--- config.mk ---
export PLATFORM = sky130hd
export DESIGN_NAME = mem_dump_reader
export DESIGN_NICKNAME = d
export VERILOG_FILES = /design/src/rtl/mem_dump_reader_pkg.sv /design/src/rtl/mem_dump_reader.sv
export SDC_FILE = /design/constraint.sdc
export NUM_CORES = 1
export LEC_CHECK = 0
export ABC_AREA = 1
export BUFFER_PORTS_ARGS = -buffer_cell sky130_fd_sc_hd__buf_2
export CAP_MARGIN = 10
export CORE_MARGIN = 2
export CORE_UTILIZATION = 43
export DETAILED_ROUTE_END_ITERATION = 8
export GPL_TIMING_DRIVEN = 0
export HOLD_SLACK_MARGIN = 0.15
export PLACE_DENSITY_LB_ADDON = 0.15
export SLEW_MARGIN = 5
export SYNTH_ARGS = -nofsm -noshare
export SYNTH_HDL_FRONTEND = slang
export SYNTH_SLANG_ARGS = --single-unit
--- constraint.sdc ---
create_clock -name clk -period 1.65 [get_ports clk]
set_input_delay 0.165 -clock clk [delete_from_list [all_inputs] [get_ports clk]]
set_output_delay 0.165 -clock clk [all_outputs]
set_load 0.05 [all_outputs]
--- src/rtl/mem_dump_reader_pkg.sv ---
// Shared constants and types for the data-memory subsystem and its dump reader.
// The reader's FSM encoding lives here so checkers and the top level can decode it.
package mem_dump_reader_pkg;

    localparam int DATA_W              = 32;
    localparam int ADDR_W              = 32;
    localparam int WORD_BYTES          = 4;
    localparam int DEFAULT_DEPTH_WORDS = 64;
    localparam int COUNT_W             = 7;

    typedef enum logic [1:0] {
        S_IDLE = 2'd0,
        S_READ = 2'd1,
        S_SEND = 2'd2,
        S_DONE = 2'd3
    } dump_state_t;

    // Clamp a requested word count to the memory depth.
    function automatic logic [COUNT_W-1:0] sat_count(input logic [COUNT_W-1:0] cnt,
                                                     input int depth);
        if (int'(cnt) > depth) begin
            return COUNT_W'(depth);
        end
        return cnt;
    endfunction

endpackage

--- src/rtl/mem_dump_reader.sv ---
// Streams a block of words out of the data memory over a valid/ready port.
// One memory read per word, then the word is held until the consumer takes it.
module mem_dump_reader
    import mem_dump_reader_pkg::*;
#(
    parameter int DEPTH_WORDS = DEFAULT_DEPTH_WORDS
) (
    input  logic                clk,
    input  logic                reset,
    input  logic                start,
    input  logic [ADDR_W-1:0]   base_addr,
    input  logic [COUNT_W-1:0]  word_count,
    output logic [ADDR_W-1:0]   address_to_mem,
    output logic                mem_re,
    input  logic [DATA_W-1:0]   data_from_mem,
    output logic [DATA_W-1:0]   out_data,
    output logic                out_valid,
    input  logic                out_ready,
    output logic                busy,
    output logic                done,
    output dump_state_t         dbg_state
);

    localparam int IDX_W = $clog2(DEPTH_WORDS);

    dump_state_t        state;
    dump_state_t        state_next;
    logic [IDX_W-1:0]   word_addr;
    logic [COUNT_W-1:0] remaining;
    logic [COUNT_W-1:0] start_count;
    logic               unused_addr_bits;

    assign start_count      = sat_count(word_count, DEPTH_WORDS);
    assign unused_addr_bits = ^{base_addr[ADDR_W-1:IDX_W+2], base_addr[1:0]};

    always_ff @(posedge clk) begin
        if (reset) begin
            state <= S_IDLE;
        end else begin
            state <= state_next;
        end
    end

    // Handshake: a word transfers on any edge where out_valid && out_ready; out_valid
    // never drops and out_data never changes until that transfer has happened.
    always_comb begin
        state_next = state;
        case (state)
            S_IDLE: begin
                if (start) begin
                    state_next = (start_count != '0) ? S_READ : S_DONE;
                end
            end
            S_READ: state_next = S_SEND;
            S_SEND: begin
                if (out_ready) begin
                    state_next = (remaining > COUNT_W'(1)) ? S_READ : S_DONE;
                end
            end
            S_DONE:  state_next = S_IDLE;
            default: state_next = S_IDLE;
        endcase
    end

    always_ff @(posedge clk) begin
        if (reset) begin
            word_addr <= '0;
            remaining <= '0;
            out_data  <= '0;
        end else begin
            case (state)
                S_IDLE: begin
                    if (start) begin
                        word_addr <= base_addr[IDX_W+1:2];
                        remaining <= start_count;
                    end
                end
                S_READ: out_data <= data_from_mem;
                S_SEND: begin
                    // The index is exactly IDX_W bits wide, so the increment wraps at the depth.
                    if (out_ready) begin
                        word_addr <= word_addr + 1'b1;
                        remaining <= remaining - 1'b1;
                    end
                end
                default: ;
            endcase
        end
    end

    assign mem_re         = (state == S_READ);
    assign address_to_mem = mem_re ? (ADDR_W'(word_addr) << 2) : '0;
    assign out_valid      = (state == S_SEND);
    assign busy           = (state != S_IDLE);
    assign done           = (state == S_DONE);
    assign dbg_state      = state;

endmodule

After elaboration in Yosys (flattened, before gate mapping)
Cells that the tools add are included.
{"block": "word_totals", "regBits": 47, "latch_bits": 0, "mem_bits_rw": 0, "mem_bits_ro": 0, "in_bits": 75, "output_inout_bits": 70, "word_cells": 34, "n_memories": 0}
{"block": "classes", "add_sub_neg": 2, "n_mul": 0, "div_mod_pow": 0, "order_cmp": 2, "eq_ne": 5, "shifts": 0, "mux": 15, "bitwise": 0, "reduce_logical": 6}
{"cell": "7-bit two-way mux", "n": 4}
{"cell": "7-bit one-hot mux with 2 select lines", "n": 1}
{"cell": "6-bit two-way mux", "n": 2}
{"cell": "6-bit one-hot mux with 2 select lines", "n": 1}
{"cell": "2-bit two-way mux", "n": 4}
{"cell": "8-bit two-way mux", "n": 1}
{"cell": "2-bit one-hot mux with 4 select lines", "n": 1}
{"cell": "7-bit by 1-bit greater-than comparator with 1-bit output, second input constant", "n": 1}
{"cell": "7-bit greater-than comparator, second input constant", "n": 1}
{"cell": "7-bit nonzero test", "n": 1}
{"cell": "7-bit by 1-bit subtractor with 7-bit output, second input constant", "n": 1}
{"cell": "6-bit by 1-bit adder with 6-bit output, second input constant", "n": 1}
{"cell": "2-bit == test, second input constant", "n": 2}
{"cell": "2-bit nonzero test", "n": 2}
{"cell": "3-bit AND reduction", "n": 1}
{"cell": "2-bit by 1-bit == test with 1-bit output, second input constant", "n": 1}
{"cell": "2-bit zero test", "n": 1}
{"cell": "2-bit by 1-bit inequality test with 1-bit output, second input constant", "n": 1}
{"cell": "2-bit inequality test, second input constant", "n": 1}
{"cell": "2-bit AND reduction", "n": 1}
{"cell": "1-bit two-way mux", "n": 1}

Depth between registers and ports, before layout
{"block": "logic_depth", "word_depth": 7, "mapped_depth": 8, "depth_no_buf": 8}

Worst setup path after synthesis
Ideal clock, no wire load.
{"block": "synth_path", "path_type": "flip-flop to output port", "startpoint": "register state[0] (netlist: dbg_state[0])", "endpoint": "output port address_to_mem[2]", "arrival_ps": 2081, "required_time_ps": 1485, "slack_ps": -596, "path_stages_with_launch": 7, "path_buffers": 2, "cell_sequence": "dfxtp_1 inv_2 nor2_4 inv_2 buf_2 buf_6 nor2_1"}
{"block": "synth_between", "elab_chain_cells": 2}
{"element": "from (decl)", "line_no": "mem_dump_reader.sv:26", "rtl": "dump_state_t state;"}
{"element": "from (signal assigned)", "line_no": "mem_dump_reader.sv:40", "rtl": "state <= state_next;"}
{"element": "2-bit by 1-bit == test with 1-bit output", "line_no": "mem_dump_reader.sv:91", "rtl": "assign mem_re = (state == S_READ);"}
{"element": "8-bit two-way mux", "line_no": "mem_dump_reader.sv:92", "rtl": "assign address_to_mem = mem_re ? (ADDR_W'(word_addr) << 2) : '0;"}
{"element": "to (decl)", "line_no": "mem_dump_reader.sv:13", "rtl": "output logic [ADDR_W-1:0] address_to_mem,"}
No other way between the ends.

Worst setup path in the final report
{"block": "layout_path", "startpoint": "register state[0] (netlist: dbg_state[0])", "endpoint": "output port address_to_mem[7]"}
Same word-level chain as after synthesis.

==> qor.yml <==
sta:
  final_hold_viol_count: 0
  finalCriticalPeriod_ns: 1.553
  max_freq_mhz: 644.0
  rsz0062_at_grt: "no"
  fin_crit_sh: 0.9411
  setup_viol: 0
  fin_skew_ns: 0.004595
  setup_ws_ns: 0.09712
  slew_violations: 0
synth:
  synthCells: 331
  ys_warn_count: 0
  synth_area_leader_cell: "dfxtp_1"
  ys_top_cells_by_area: "dfxtp_1 40%, nor2_1 15%, o21ai_0 9.3%"
  syn_avg_cell_area_um2: 7.027
  yosys_register_bits: 47
  ys_seq_area_frac: 0.4045
  synth_top_cell_area_share: 0.4045
  ys_types: 28
  syn_area_um2: 2326
route:
  initialDrtViolationCount: 140
  drtPass1Iterations: 4
  route.detailed.drc: 0
  vias_per_cell: 4.543
  postRouteWirelength_um: 6576
  routedWlPerCell_um: 11.78
  vias: 2535
  drt.antenna.violating_nets: 0
floorplan:
  core_um2: 5172
  start_util: 0.4497
  pin_count: 145
  die_x_um: 77.55
  die-area_um2: 6013
  chipHeight_um: 77.55
  rows: 26
worst_setup_path:
  critPathRequiredTime_ns: 1.48
  crit_path_end_kind: "output port"
  arrival_ns: 1.39
  worstSetupPathType: "register to output port"
  critPathMaxFanout: 10
  start_kind: "register"
finish:
  layout.cells.non_filler: 558
  layout_common_cells: "86 x nor2_1, 85 x buf_2, 45 x dfxtp_1, 43 x o21ai_0, 34 x dlygate4sd3_1"
  stdcell_area_um2: 3478
  num_antenna_cells: 0
  syn_to_final_growth_pct: 49.54
  final_common_cell: "nor2_1"
  drive_gt1_frac: 0.3094
  nNetsFinal: 565
global_routing:
  grt_pass1_wl_um: 10690
  antenna_found_initial: 0
  grt_usage: 0.2188
  grt_pass1_vias: 2351
  gr-total-overflow: 0
  grt_max_degree: 16
clock_tree:
  htreeDepth: 2
  root_buffer: "clkbuf_8"
  clock-sinks: 47
  clkTransAtPathRegs_ns: 0.09
  cts_tree: "yes"
  clock_latency_ns: 0.29
  cts_max_path_buffers: 2
  cts_made_buffers: 5
placed_design:
  place_ws_ns: 0.01941
  placed_cell_area_um2: 2980
  placed_cells: 517
  io_buffers: 91
  hpwl_um: 4332
  gp_congestion: 0.8560
pwr:
  power.leakage_uw: 0.001799
  power_density_nw_per_um2: 1014
  total_power_uw: 3528
  ir_drop_mv: 0.6689
flow_run:
  maxCapViolCount: 0
run_status:
  status: "completed"
min_path:
  worstHoldPathType: "primary input to register"
## cells in the mapped netlist (all sizes together)
cell and n:
nor2 94, dfxtp 47, o21ai 43, buf 34
nand2 33, inv 24, nand3 19, a21oi 16
clkbuf 7, ha 3, a211oi 1, and2 1
conb 1, nand4 1, nor2b 1, o21bai 1
o22ai 1, o31ai 1, or2 1, xnor2 1
xor2 1
## timing repair
item,CTS,global route
gates cloned,0,0
endpoints found under the hold margin,34,0
hold buffers,34,0
endpoints found under the setup margin,7,15
buffers inserted,1,1
pin swaps,1,1
resized for setup,19,6
## through the flow
step | hold slack, ns | utilization | TNS (ns)
4_1_cts | 0.1510 | 0.6691 | 0
5_1_grt | 0.1824 | 0.6725 | 0
6_report | 0.1599 | 0.6725 | 0
3_5_place_dp | 0.3919 | 0.5762 | 0
3_3_place_gp | 0.3854 | 0.5762 | 0
2_1_floorplan | 0.2999 | - | -0.6524
## critical path: stages, from the launching register on
cell and delay (ns):
dfxtp_4 0.41, inv_4 0.06, nor2_4 0.13, clkinv_4 0.07
buf_8 0.15, nor2_2 0.10, buf_6 0.17
## sequential cells by signal, indices dropped and copies added (netlist names)
name / flops
word_addr: 6
remaining: 7
dbg_state: 2
out_data: 32
## where the power goes
| part | switching (µW) | internal, µW |
|---|---|---|
| Clock | 386 | 297 |
| Sequential | 97.6 | 1290 |
| Combinational | 1030 | 438 |
| Total | 1510 | 2020 |
## final timing paths
| kind | to | cells past startpoint | from | slack [ns] |
|---|---|---|---|---|
| setup / recovery | address_to_mem[7] | 6 | dbg_state[0]$_SDFFE_PP0P_ | 0.1 |
| hold / removal | remaining[0]$_SDFFE_PP0P_ | 3 | word_count[0] | 0.16 |
| setup reg to reg | out_data[26]$_SDFFE_PP0P_ | 7 | dbg_state[0]$_SDFFE_PP0P_ | 0.13 |
| hold reg to reg | remaining[5]$_SDFFE_PP0P_ | 2 | remaining[5]$_SDFFE_PP0P_ | 0.49 |
## final cells by class
type / count / area (µm²)
Clock buffer: 6 / 72.57
Multi-Input combinational cell: 244 / 1135
Fill cell: 449 / 1694
Timing Repair Buffer: 127 / 857.1
Tap cell: 70 / 87.58
Inverter: 24 / 97.59
Sequential cell: 47 / 945.9
Buffer: 38 / 270.3
Clock inverter: 2 / 12.51
## cell families after synthesis
kind of cell,after synthesis,synth area share
AO/OA/AOI/OAI,63,0.1393
adder cells (fa/ha/maj),3,0.01614
flip-flops,47,0.4045
other,1,0.001612
XOR/XNOR,2,0.007532
buffers and inverters,65,0.1587
AND/OR/NAND/NOR,150,0.2722
## per-layer routing
metal	track usage	wire, µm
met5	0	0
met4	0.06429	92
met3	0.04767	470
met2	0.3991	3344
met1	0.2554	2669
Power figures use the tool's default switching activity.
